`src/rtl/player_pkg.sv`:
```
// Shared definitions for the MP3 player front-end control sequencer.
//   state_e          : sequencer state encoding (IDLE/LOAD/PLAY, 2 bits)
//   VOL_W            : width of the volume level
//   DEBOUNCE_DEFAULT : debounce length for synthesis (10 ms at 100 MHz)
//   DEBOUNCE_SIM     : short debounce length for simulation
//   BTN_*            : bit positions of the four buttons in the event vector
package player_pkg;

  typedef enum logic [1:0] {
    ST_IDLE = 2'd0,
    ST_LOAD = 2'd1,
    ST_PLAY = 2'd2
  } state_e;

  localparam int VOL_W            = 4;
  localparam int DEBOUNCE_DEFAULT = 1000000;
  localparam int DEBOUNCE_SIM     = 4;

  localparam int BTN_NEXT  = 0;
  localparam int BTN_PRE   = 1;
  localparam int BTN_VPLUS = 2;
  localparam int BTN_VDEC  = 3;

endpackage

```
`src/rtl/player_ctrl_btn_debounce.sv`:
```
// Debouncer for one raw asynchronous push button.
//   clk     : system clock
//   rst     : asynchronous active-high reset
//   btn_raw : raw button level (asynchronous)
//   rise    : one-cycle pulse when the debounced level goes 0 -> 1
// A 2-FF synchronizer feeds a counter that runs only while the synchronized
// level differs from the debounced level. After DEBOUNCE_CYCLES consecutive
// differing cycles the debounced level follows. The rising-edge pulse is
// registered, so a raw high first sampled at edge t shows up on rise during
// the cycle after edge t+DEBOUNCE_CYCLES+2.
module btn_debounce
  import player_pkg::*;
#(
  parameter int DEBOUNCE_CYCLES = DEBOUNCE_DEFAULT
) (
  input  logic clk,
  input  logic rst,
  input  logic btn_raw,
  output logic rise
);

  localparam int CNT_W = (DEBOUNCE_CYCLES > 1) ? $clog2(DEBOUNCE_CYCLES) : 1;
  localparam logic [CNT_W-1:0] CNT_LAST = CNT_W'(DEBOUNCE_CYCLES - 1);

  logic             sync1_q, sync1_d;
  logic             sync2_q, sync2_d;
  logic [CNT_W-1:0] cnt_q, cnt_d;
  logic             db_q, db_d;
  logic             db_dly_q, db_dly_d;
  logic             rise_q, rise_d;

  always_comb begin
    sync1_d  = btn_raw;
    sync2_d  = sync1_q;
    db_d     = db_q;
    cnt_d    = '0;
    // Counter restarts on any cycle where the input agrees with the
    // debounced level, so a glitch must persist to be accepted.
    if (sync2_q != db_q) begin
      if (cnt_q == CNT_LAST) begin
        db_d = sync2_q;
      end else begin
        cnt_d = cnt_q + 1'b1;
      end
    end
    db_dly_d = db_q;
    rise_d   = db_q & ~db_dly_q;
  end

  always_ff @(posedge clk or posedge rst) begin
    if (rst) begin
      sync1_q  <= 1'b0;
      sync2_q  <= 1'b0;
      cnt_q    <= '0;
      db_q     <= 1'b0;
      db_dly_q <= 1'b0;
      rise_q   <= 1'b0;
    end else begin
      sync1_q  <= sync1_d;
      sync2_q  <= sync2_d;
      cnt_q    <= cnt_d;
      db_q     <= db_d;
      db_dly_q <= db_dly_d;
      rise_q   <= rise_d;
    end
  end

  assign rise = rise_q;

endmodule

```
`src/rtl/player_ctrl.sv`:
```
// Front-end control sequencer for the MP3 player.
//   CLK, RST_BTN        : clock, asynchronous active-high reset
//   btn_*               : raw user buttons (next, pre, vol+, vol-)
//   i_finish_song       : decoder pulse, current song ended (auto-advance)
//   i_load_ack          : decoder accepts the pending load request
//   o_load_req          : load request for o_song_idx, held until acked
//   o_song_idx          : current track index
//   o_vol_level         : current volume 0..VOL_MAX
//   o_next/o_pre/o_vol_plus/o_vol_dec/o_finish_song : one-cycle strobes
//   o_busy              : high while in IDLE or LOAD
// Handshake: o_load_req is raised on entry to LOAD and stays high until the
// first cycle with i_load_ack=1; the request drops on the edge that samples
// the ack (an ack in the very first LOAD cycle is accepted).
// Track events go PLAY -> IDLE -> LOAD, so LOAD starts one cycle after the
// strobe/index-update cycle. Volume events are handled in every state.
module player_ctrl
  import player_pkg::*;
#(
  parameter int DEBOUNCE_CYCLES = DEBOUNCE_DEFAULT,
  parameter int NUM_SONGS       = 4,
  parameter int SONG_W          = 2,
  parameter int VOL_DEFAULT     = 8,
  parameter int VOL_MAX         = 15
) (
  input  logic              CLK,
  input  logic              RST_BTN,
  input  logic              btn_next,
  input  logic              btn_pre,
  input  logic              btn_vol_plus,
  input  logic              btn_vol_dec,
  input  logic              i_finish_song,
  input  logic              i_load_ack,
  output logic              o_load_req,
  output logic [SONG_W-1:0] o_song_idx,
  output logic [VOL_W-1:0]  o_vol_level,
  output logic              o_next,
  output logic              o_pre,
  output logic              o_vol_plus,
  output logic              o_vol_dec,
  output logic              o_finish_song,
  output logic              o_busy
);

  localparam logic [SONG_W-1:0] IDX_LAST = SONG_W'(NUM_SONGS - 1);
  localparam logic [VOL_W-1:0]  VOL_TOP  = VOL_W'(VOL_MAX);
  localparam logic [VOL_W-1:0]  VOL_RST  = VOL_W'(VOL_DEFAULT);

  logic [3:0] btn_raw;
  logic [3:0] evt;

  assign btn_raw = {btn_vol_dec, btn_vol_plus, btn_pre, btn_next};

  for (genvar g = 0; g < 4; g++) begin : g_db
    btn_debounce #(.DEBOUNCE_CYCLES(DEBOUNCE_CYCLES)) u_db (
      .clk     (CLK),
      .rst     (RST_BTN),
      .btn_raw (btn_raw[g]),
      .rise    (evt[g])
    );
  end

  state_e            state_q, state_d;
  logic [SONG_W-1:0] idx_q, idx_d;
  logic [VOL_W-1:0]  vol_q, vol_d;
  logic              load_req_q, load_req_d;
  logic              busy_q, busy_d;
  logic              next_q, next_d;
  logic              pre_q, pre_d;
  logic              vplus_q, vplus_d;
  logic              vdec_q, vdec_d;
  logic              fin_q, fin_d;

  logic [SONG_W-1:0] idx_inc, idx_dec;
  assign idx_inc = (idx_q == IDX_LAST) ? '0 : idx_q + 1'b1;
  assign idx_dec = (idx_q == '0) ? IDX_LAST : idx_q - 1'b1;

  always_comb begin
    state_d = state_q;
    idx_d   = idx_q;
    vol_d   = vol_q;
    next_d  = 1'b0;
    pre_d   = 1'b0;
    vplus_d = 1'b0;
    vdec_d  = 1'b0;
    fin_d   = 1'b0;

    case (state_q)
      ST_IDLE: state_d = ST_LOAD;
      ST_LOAD: if (i_load_ack) state_d = ST_PLAY;
      ST_PLAY: begin
        // Priority finish > next > pre; losing events are dropped.
        if (i_finish_song) begin
          idx_d   = idx_inc;
          fin_d   = 1'b1;
          state_d = ST_IDLE;
        end else if (evt[BTN_NEXT]) begin
          idx_d   = idx_inc;
          next_d  = 1'b1;
          state_d = ST_IDLE;
        end else if (evt[BTN_PRE]) begin
          idx_d   = idx_dec;
          pre_d   = 1'b1;
          state_d = ST_IDLE;
        end
      end
      default: state_d = ST_IDLE;
    endcase

    // Opposing volume presses cancel; saturated presses still strobe.
    if (evt[BTN_VPLUS] && !evt[BTN_VDEC]) begin
      vplus_d = 1'b1;
      if (vol_q != VOL_TOP) vol_d = vol_q + 1'b1;
    end else if (evt[BTN_VDEC] && !evt[BTN_VPLUS]) begin
      vdec_d = 1'b1;
      if (vol_q != '0) vol_d = vol_q - 1'b1;
    end

    load_req_d = (state_d == ST_LOAD);
    busy_d     = (state_d != ST_PLAY);
  end

  always_ff @(posedge CLK or posedge RST_BTN) begin
    if (RST_BTN) begin
      state_q    <= ST_IDLE;
      idx_q      <= '0;
      vol_q      <= VOL_RST;
      load_req_q <= 1'b0;
      busy_q     <= 1'b1;
      next_q     <= 1'b0;
      pre_q      <= 1'b0;
      vplus_q    <= 1'b0;
      vdec_q     <= 1'b0;
      fin_q      <= 1'b0;
    end else begin
      state_q    <= state_d;
      idx_q      <= idx_d;
      vol_q      <= vol_d;
      load_req_q <= load_req_d;
      busy_q     <= busy_d;
      next_q     <= next_d;
      pre_q      <= pre_d;
      vplus_q    <= vplus_d;
      vdec_q     <= vdec_d;
      fin_q      <= fin_d;
    end
  end

  assign o_load_req    = load_req_q;
  assign o_song_idx    = idx_q;
  assign o_vol_level   = vol_q;
  assign o_next        = next_q;
  assign o_pre         = pre_q;
  assign o_vol_plus    = vplus_q;
  assign o_vol_dec     = vdec_q;
  assign o_finish_song = fin_q;
  assign o_busy        = busy_q;

endmodule

```
`config.mk`:
```
export PLATFORM = sky130hd
export DESIGN_NAME = player_ctrl
export DESIGN_NICKNAME = d
export VERILOG_FILES = /design/src/rtl/player_pkg.sv /design/src/rtl/player_ctrl_btn_debounce.sv /design/src/rtl/player_ctrl.sv
export SDC_FILE = /design/constraint.sdc
export NUM_CORES = 1
export LEC_CHECK = 0
export CAP_MARGIN = 20
export CORE_UTILIZATION = 55
export CTS_CLUSTER_DIAMETER = 80
export CTS_CLUSTER_SIZE = 12
export DETAILED_ROUTE_END_ITERATION = 12
export GPL_TIMING_DRIVEN = 0
export PLACE_DENSITY = 0.86
export SETUP_SLACK_MARGIN = 0.15
export SLEW_MARGIN = 0
export SYNTH_ARGS = -nofsm -noshare
export SYNTH_HDL_FRONTEND = slang
export SYNTH_SLANG_ARGS = --single-unit
```
`constraint.sdc`:
```
create_clock -name CLK -period 3.86 [get_ports CLK]
set_clock_uncertainty 0.1 [all_clocks]
set_input_delay 0.772 -clock CLK [delete_from_list [all_inputs] [get_ports CLK]]
set_output_delay 0.772 -clock CLK [all_outputs]
set_load 0.01 [all_outputs]
```
# Word level (Yosys, flattened, before mapping)
# Cells that the tools add are included.
[totals] reg_bits=115 input_bits=8 out_inout_bits=13 word_cells=115
[classes] add_sub_neg=8 n_eq_ne=15 muxes=34 bitwise_logic=8 reduce_logical=16
[ops] operator="$mux 20" count=8
[ops] operator="$add 20x1->20 const B" count=4
[ops] operator="$eq 20x20->1 const B" count=4
[ops] operator="$mux 2" count=9
[ops] operator="$mux 4" count=4
[ops] operator="$mux 1" count=12
[ops] operator="$reduce_and 2->1" count=5
[ops] operator="$pmux 2 s3" count=1
[ops] operator="$add 4x1->4 const B" count=1
[ops] operator="$and 1x1->1" count=4
[ops] operator="$eq 2x1->1 const B" count=2
[ops] operator="$eq 2x2->1 const B" count=2
[ops] operator="$logic_not 2->1" count=2
[ops] operator="$ne 1x1->1" count=4
[ops] operator="$ne 4x4->1 const B" count=1
[ops] operator="$not 1->1" count=4
[ops] operator="$reduce_bool 2->1" count=2
[ops] operator="$reduce_bool 4->1" count=1
[ops] operator="$sub 4x1->4 const B" count=1
[ops] operator="$reduce_and 3->1" count=1
[ops] operator="$reduce_bool 3->1" count=1
[ops] operator="$add 2x1->2 const B" count=1
[ops] operator="$logic_and 1x1->1" count=2
[ops] operator="$logic_not 1->1" count=2
[ops] operator="3 further kinds" count=3

# Longest topological paths before layout
[logic_depth] depth_word=5 mapped_depth=8 depth_no_buf=8

# Cells and area by module
# A second synthesis with hierarchy kept.
[hier_totals] hier_cells=519 hier_area_um2=5403.9
[by_module_without_submodules] mod="btn_debounce" n_inst=4 cells_per_inst=114 area_per_inst_um2=1168.6
[by_module_without_submodules] mod="player_ctrl" n_inst=1 cells_per_inst=63 area_per_inst_um2=729.4

# Worst setup path after synthesis
# Ideal clock, no wire load.
[synth_timing] path_type="register to register" startpoint="register g_db[3].u_db.rise_q" endpoint="register vol_q[3], in the netlist o_vol_level[3]" setup_ns=0.075 arrival_ns=1.924 t_required_ns=3.685 path_slack_ns=1.761 stages_incl_launch_ff=9 path_buffers=0 period_less_slack_ns=2.099 cell_sequence="dfrtp_1 inv_1 ha_1 inv_1 ha_1 and3_1 or3_1 a211oi_1 xor2_1"
[synth_between] elab_chain_len=4 elab_cells_between_ends=8 cone_classes="eq/ne (1); mux (1); reduce/logical (6)"
[synth_lines] element="start, declared" line="player_ctrl_btn_debounce.sv:30" source="logic rise_q, rise_d;"
[synth_lines] element="start signal, assigned" line="player_ctrl_btn_debounce.sv:64" source="rise_q <= rise_d;"
[synth_lines] element="$logic_not 1->1" line="player_ctrl.sv:110" source="if (evt[BTN_VPLUS] && !evt[BTN_VDEC]) begin"
[synth_lines] element="$logic_and 1x1->1" line="player_ctrl.sv:110"
[synth_lines] element="$ne 2x1->1 (no source line) / $reduce_bool 2->1 (equally long branches)"
[synth_lines] element="$reduce_and 3->1 (no source line)"
[synth_lines] element="end signal, assigned" line="player_ctrl.sv:137" source="vol_q <= vol_d;"
[synth_lines] element="end, declared" line="player_ctrl.sv:64" source="logic [VOL_W-1:0] vol_q, vol_d;"
# Parallel ways exist; a longest one is shown, timed or not.
# A chain may end at the register's enable or synchronous reset.

# Worst setup path after layout
[layout_timing] startpoint="register g_db[0].u_db.cnt_q[0]" endpoint="register g_db[0].u_db.cnt_q[13]"
[layout_between] elab_chain_len=3 elab_cells_between_ends=4 cone_classes="add/sub (1); eq/ne (1); mux (2)"
[layout_lines] element="start, declared" line="player_ctrl_btn_debounce.sv:27" source="logic [CNT_W-1:0] cnt_q, cnt_d;"
[layout_lines] element="start signal, assigned" line="player_ctrl_btn_debounce.sv:61" source="cnt_q <= cnt_d;"
[layout_lines] element="$add 20x1->20 / $eq 20x20->1 (equally long branches)" line="player_ctrl_btn_debounce.sv:43, player_ctrl_btn_debounce.sv:40"
[layout_lines] element="$mux 20 (*)" line="player_ctrl_btn_debounce.sv:40" source="if (cnt_q == CNT_LAST) begin"
[layout_lines] element="$mux 20 (*)" line="player_ctrl_btn_debounce.sv:39" source="if (sync2_q != db_q) begin"
[layout_lines] element="named net g_db[0].u_db.cnt_d[13]" line="player_ctrl_btn_debounce.sv:27"
# The timed path passes the listed nets; every way through them passes the cells marked *.

==> results.cfg <==
[sta]
slew_viol_final = 0
period_share_pct = 65.75
max_freq_mhz = 394.0
hold_violations = 0
rsz0062_at_grt = false
finalCriticalPeriod_ns = 2.538
setup_total_negative_slack_ns = 0
setup_viol = 0
worst_pin_slew_ns = 0.8309
slew_headroom_pct = 44.49
holdWs_ns = 0.2518

[pwr]
p_seq_share_pct = 42.2
clock_power_share_pct = 50.7
ir_worst_vdd_uv = 309.0
power_density_nw_per_um2 = 483.2
p_sw_share_pct = 22.86
p_leak_nw = 2.639
p_sw_w = 0.0007052
internal_power_w = 0.002380
combPwrFrac_pct = 7.0

[worst_hold_path]
hold_class = flip-flop to flip-flop

[logic_synthesis]
synth_area_per_cell_um2 = 10.22
synth_top_flop_cell = dfrtp_1
muxShareOfSynthArea_pct = 1.255
synth.distinct_cells = 42
yosys.area_share.simple_pct = 24.33
synth_edf_count = 0
yosys_warnings = 0
netlist_area_um2 = 5385
synth.net_count = 546
async_reset_ff_share_pct = 100.0
synth-compound-area-share_pct = 6.854
synthXorXnorAreaFrac_pct = 9.270
synth-seq-cells = 115
synth_adder_area_share_pct = 2.695
synth_seq_area_share_pct = 53.49
synth_top_family_by_area = simple AND/OR/NAND/NOR gates
syn_inst = 527

[drt]
viasPerCell = 5.842
antenna_left = 0
drc_errors = 0
drt-pass1-iter-count = 5
vias = 4148
detail_route.wirelength_mm = 11.25
drt-initial-drc-count = 211
wl_per_cell_um = 15.85

[floorplanning]
dieArea_um2 = 10190
core-area_um2 = 9371
pin_count = 21
initial_utilization_pct = 57.46
rows = 35
die_w_um = 101.0
die_h_um = 101.0

[critical_path]
cp.required_ns = 4.13
cp_max_fo = 10
critical_path_class = flip-flop to flip-flop
critPathLaunch = g_db[0].u_db.cnt_q[0]$_DFF_PP0_
r2r_slack_ns = 1.32
r2r-start = g_db[0].u_db.cnt_q[0]$_DFF_PP0_
startpoint_type = flip-flop
rr_worst_depth = 6
rr_endpoint = g_db[0].u_db.cnt_q[13]$_DFF_PP0_
endpoint = g_db[0].u_db.cnt_q[13]$_DFF_PP0_
cp.arrival_ns = 2.81
end_kind = flip-flop

[clock_tree]
path_clk_slew_ns = 0.06
postCtsSetupBuffers = 0
numCtsBuffers = 17
ctsHoldBuffers = 0
cts-resized-gates = 0
clk_latency_ns = 0.52
clock_path_buffers = 2
htree_levels = 4
cts_tree = built
cts-root-buf = clkbuf_8
clkSinkCount = 115

[grt]
antenna_found_initial = 0
overflow = 0
grt_pass1_vias = 4186
grt_usage_pct = 24.68
grt_max_degree = 42
grt_pass1_wl_mm = 19.28

[final_layout]
antenna_cells_inserted = 0
nNetsFinal = 587
num-fill-cells = 684
drive_above_1_share_pct = 8.606
syn_to_final_growth_pct = 18.54

[placed_design]
place_congestion = 0.8617
io_buffers = 20
hpwl_mm = 6.878

[status]
status = completed

[job]
max_cap_viol_count = 0
==> routing by layer <==
| layer | up-vias | track usage [%] | share of wire [%] |
|---|---|---|---|
| met4 | 0 | 10.70 | 2.6 |
| met3 | 33 | 6.796 | 4.4 |
| met2 | 118 | 40.73 | 51 |
| met5 | - | 0 | 0 |
| li1 | 1962 | - | - |
| met1 | 2035 | 30.56 | 42 |
==> worst min-delay path by stage <==
stage / startpoint / to / slack [ns] / cells after the start
3_5_place_dp: g_db[1].u_db.sync1_q$_DFF_PP0_ / g_db[1].u_db.sync2_q$_DFF_PP0_ / 0.24 / 0
2_1_floorplan: g_db[0].u_db.sync1_q$_DFF_PP0_ / g_db[0].u_db.sync2_q$_DFF_PP0_ / 0.23 / 0
3_3_place_gp: g_db[2].u_db.sync1_q$_DFF_PP0_ / g_db[2].u_db.sync2_q$_DFF_PP0_ / 0.23 / 0
6_report: g_db[2].u_db.sync1_q$_DFF_PP0_ / g_db[2].u_db.sync2_q$_DFF_PP0_ / 0.25 / 0
5_1_grt: g_db[1].u_db.sync1_q$_DFF_PP0_ / g_db[1].u_db.sync2_q$_DFF_PP0_ / 0.26 / 0
4_1_cts: g_db[1].u_db.sync1_q$_DFF_PP0_ / g_db[1].u_db.sync2_q$_DFF_PP0_ / 0.25 / 0
==> stage by stage <==
stage | instance area (µm²) | worst slack, ns | total power [W] | utilization, % | cells
2_1_floorplan | 5389 | 1.590 | 0.001431 | - | 527
3_3_place_gp | 5751 | 0.5694 | 0.001516 | 61.36 | 676
3_5_place_dp | 5791 | 1.395 | 0.001536 | 61.79 | 678
4_1_cts | 6384 | 1.344 | 0.003094 | 68.12 | 710
5_1_grt | 6384 | 1.114 | 0.003178 | 68.12 | 710
6_report | 6384 | 1.322 | 0.003085 | 68.12 | 710
==> cell families (layout without fill, tap and decap cells) <==
logic type / count (synthesis) / count (layout)
flops: 115 / 115
buf+inv: 30 / 84
xor+xnor: 57 / 57
mux: 6 / 6
compound gates: 60 / 60
simple gates: 248 / 248
fa+ha+maj: 11 / 11
==> cells in the final DEF, fill, tap and decap left out, drive strengths merged, types with 6 or more instances in the layout <==
cell / n
xnor2: 38
nand4b: 10
nor2: 68
nand2: 31
nor3: 19
o31ai: 9
xor2: 19
nand4: 16
dfrtp: 113
ha: 10
or3: 9
nor2b: 7
o21ai: 18
mux2: 6
nand3: 34
a21oi: 24
clkbuf: 29
inv: 21
nor4: 17
clkdlybuf4s50: 20
or4: 8
and3: 13
==> power groups by stage <==
stage               sequential, W  clock (W)  combinational, W
floorplan                 0.00132          0          0.000109
global placement          0.00132          0          0.000198
detailed placement        0.00132          0          0.000214
CTS                       0.00130    0.00157          0.000218
global route              0.00131    0.00163          0.000246
finish                    0.00130    0.00157          0.000217
==> registers in the layout, summed over array words and instances, names as in the netlist <==
signal	count
o_load_req	1
o_finish_song	1
o_next	1
g_db.u_db.db_dly_q	4
g_db.u_db.db_dly_d	4
g_db.u_db.rise	4
g_db.u_db.sync1_q	4
o_vol_dec	1
g_db.u_db.sync2_q	4
o_song_idx	2
o_vol_level	4
state_q	2
o_pre	1
o_busy	1
o_vol_plus	1
g_db.u_db.cnt_q	80
==> cells in the mapped netlist, drive strengths merged (13+ instances only) <==
cell type,instances,share of area [%]
nand2,31,2.2
nand4,16,2.1
xnor2,38,6.2
o21ai,18,1.7
nand3,34,3.2
dfrtp,113,53
and3,13,1.5
nor4,17,2.0
xor2,19,3.1
nor2,68,4.7
inv,22,1.5
a21oi,24,2.2
nor3,19,1.8
==> worst max-delay path, cell delays in order, from the launching register on <==
cell and delay [ns]:
dfrtp_1 0.40, ha_1 0.21, and3_1 0.24, nand3_1 0.17, o31ai_2 0.71, clkbuf_1 0.44, nor2_1 0.13
==> final cells by class <==
| class | instances | area (µm²) | area share (%) |
|---|---|---|---|
| clock inverters | 10 | 130.1 | 2.038 |
| inverters | 22 | 86.33 | 1.352 |
| repair buffers | 22 | 240.2 | 3.763 |
| well taps | 129 | 161.4 | 2.528 |
| flip-flops and latches | 115 | 2880 | 45.12 |
| multi-input cells | 382 | 2391 | 37.46 |
| clock buffers | 22 | 462.9 | 7.252 |
| plain buffers | 8 | 31.28 | 0.4900 |
Power figures use the tool's default switching activity.
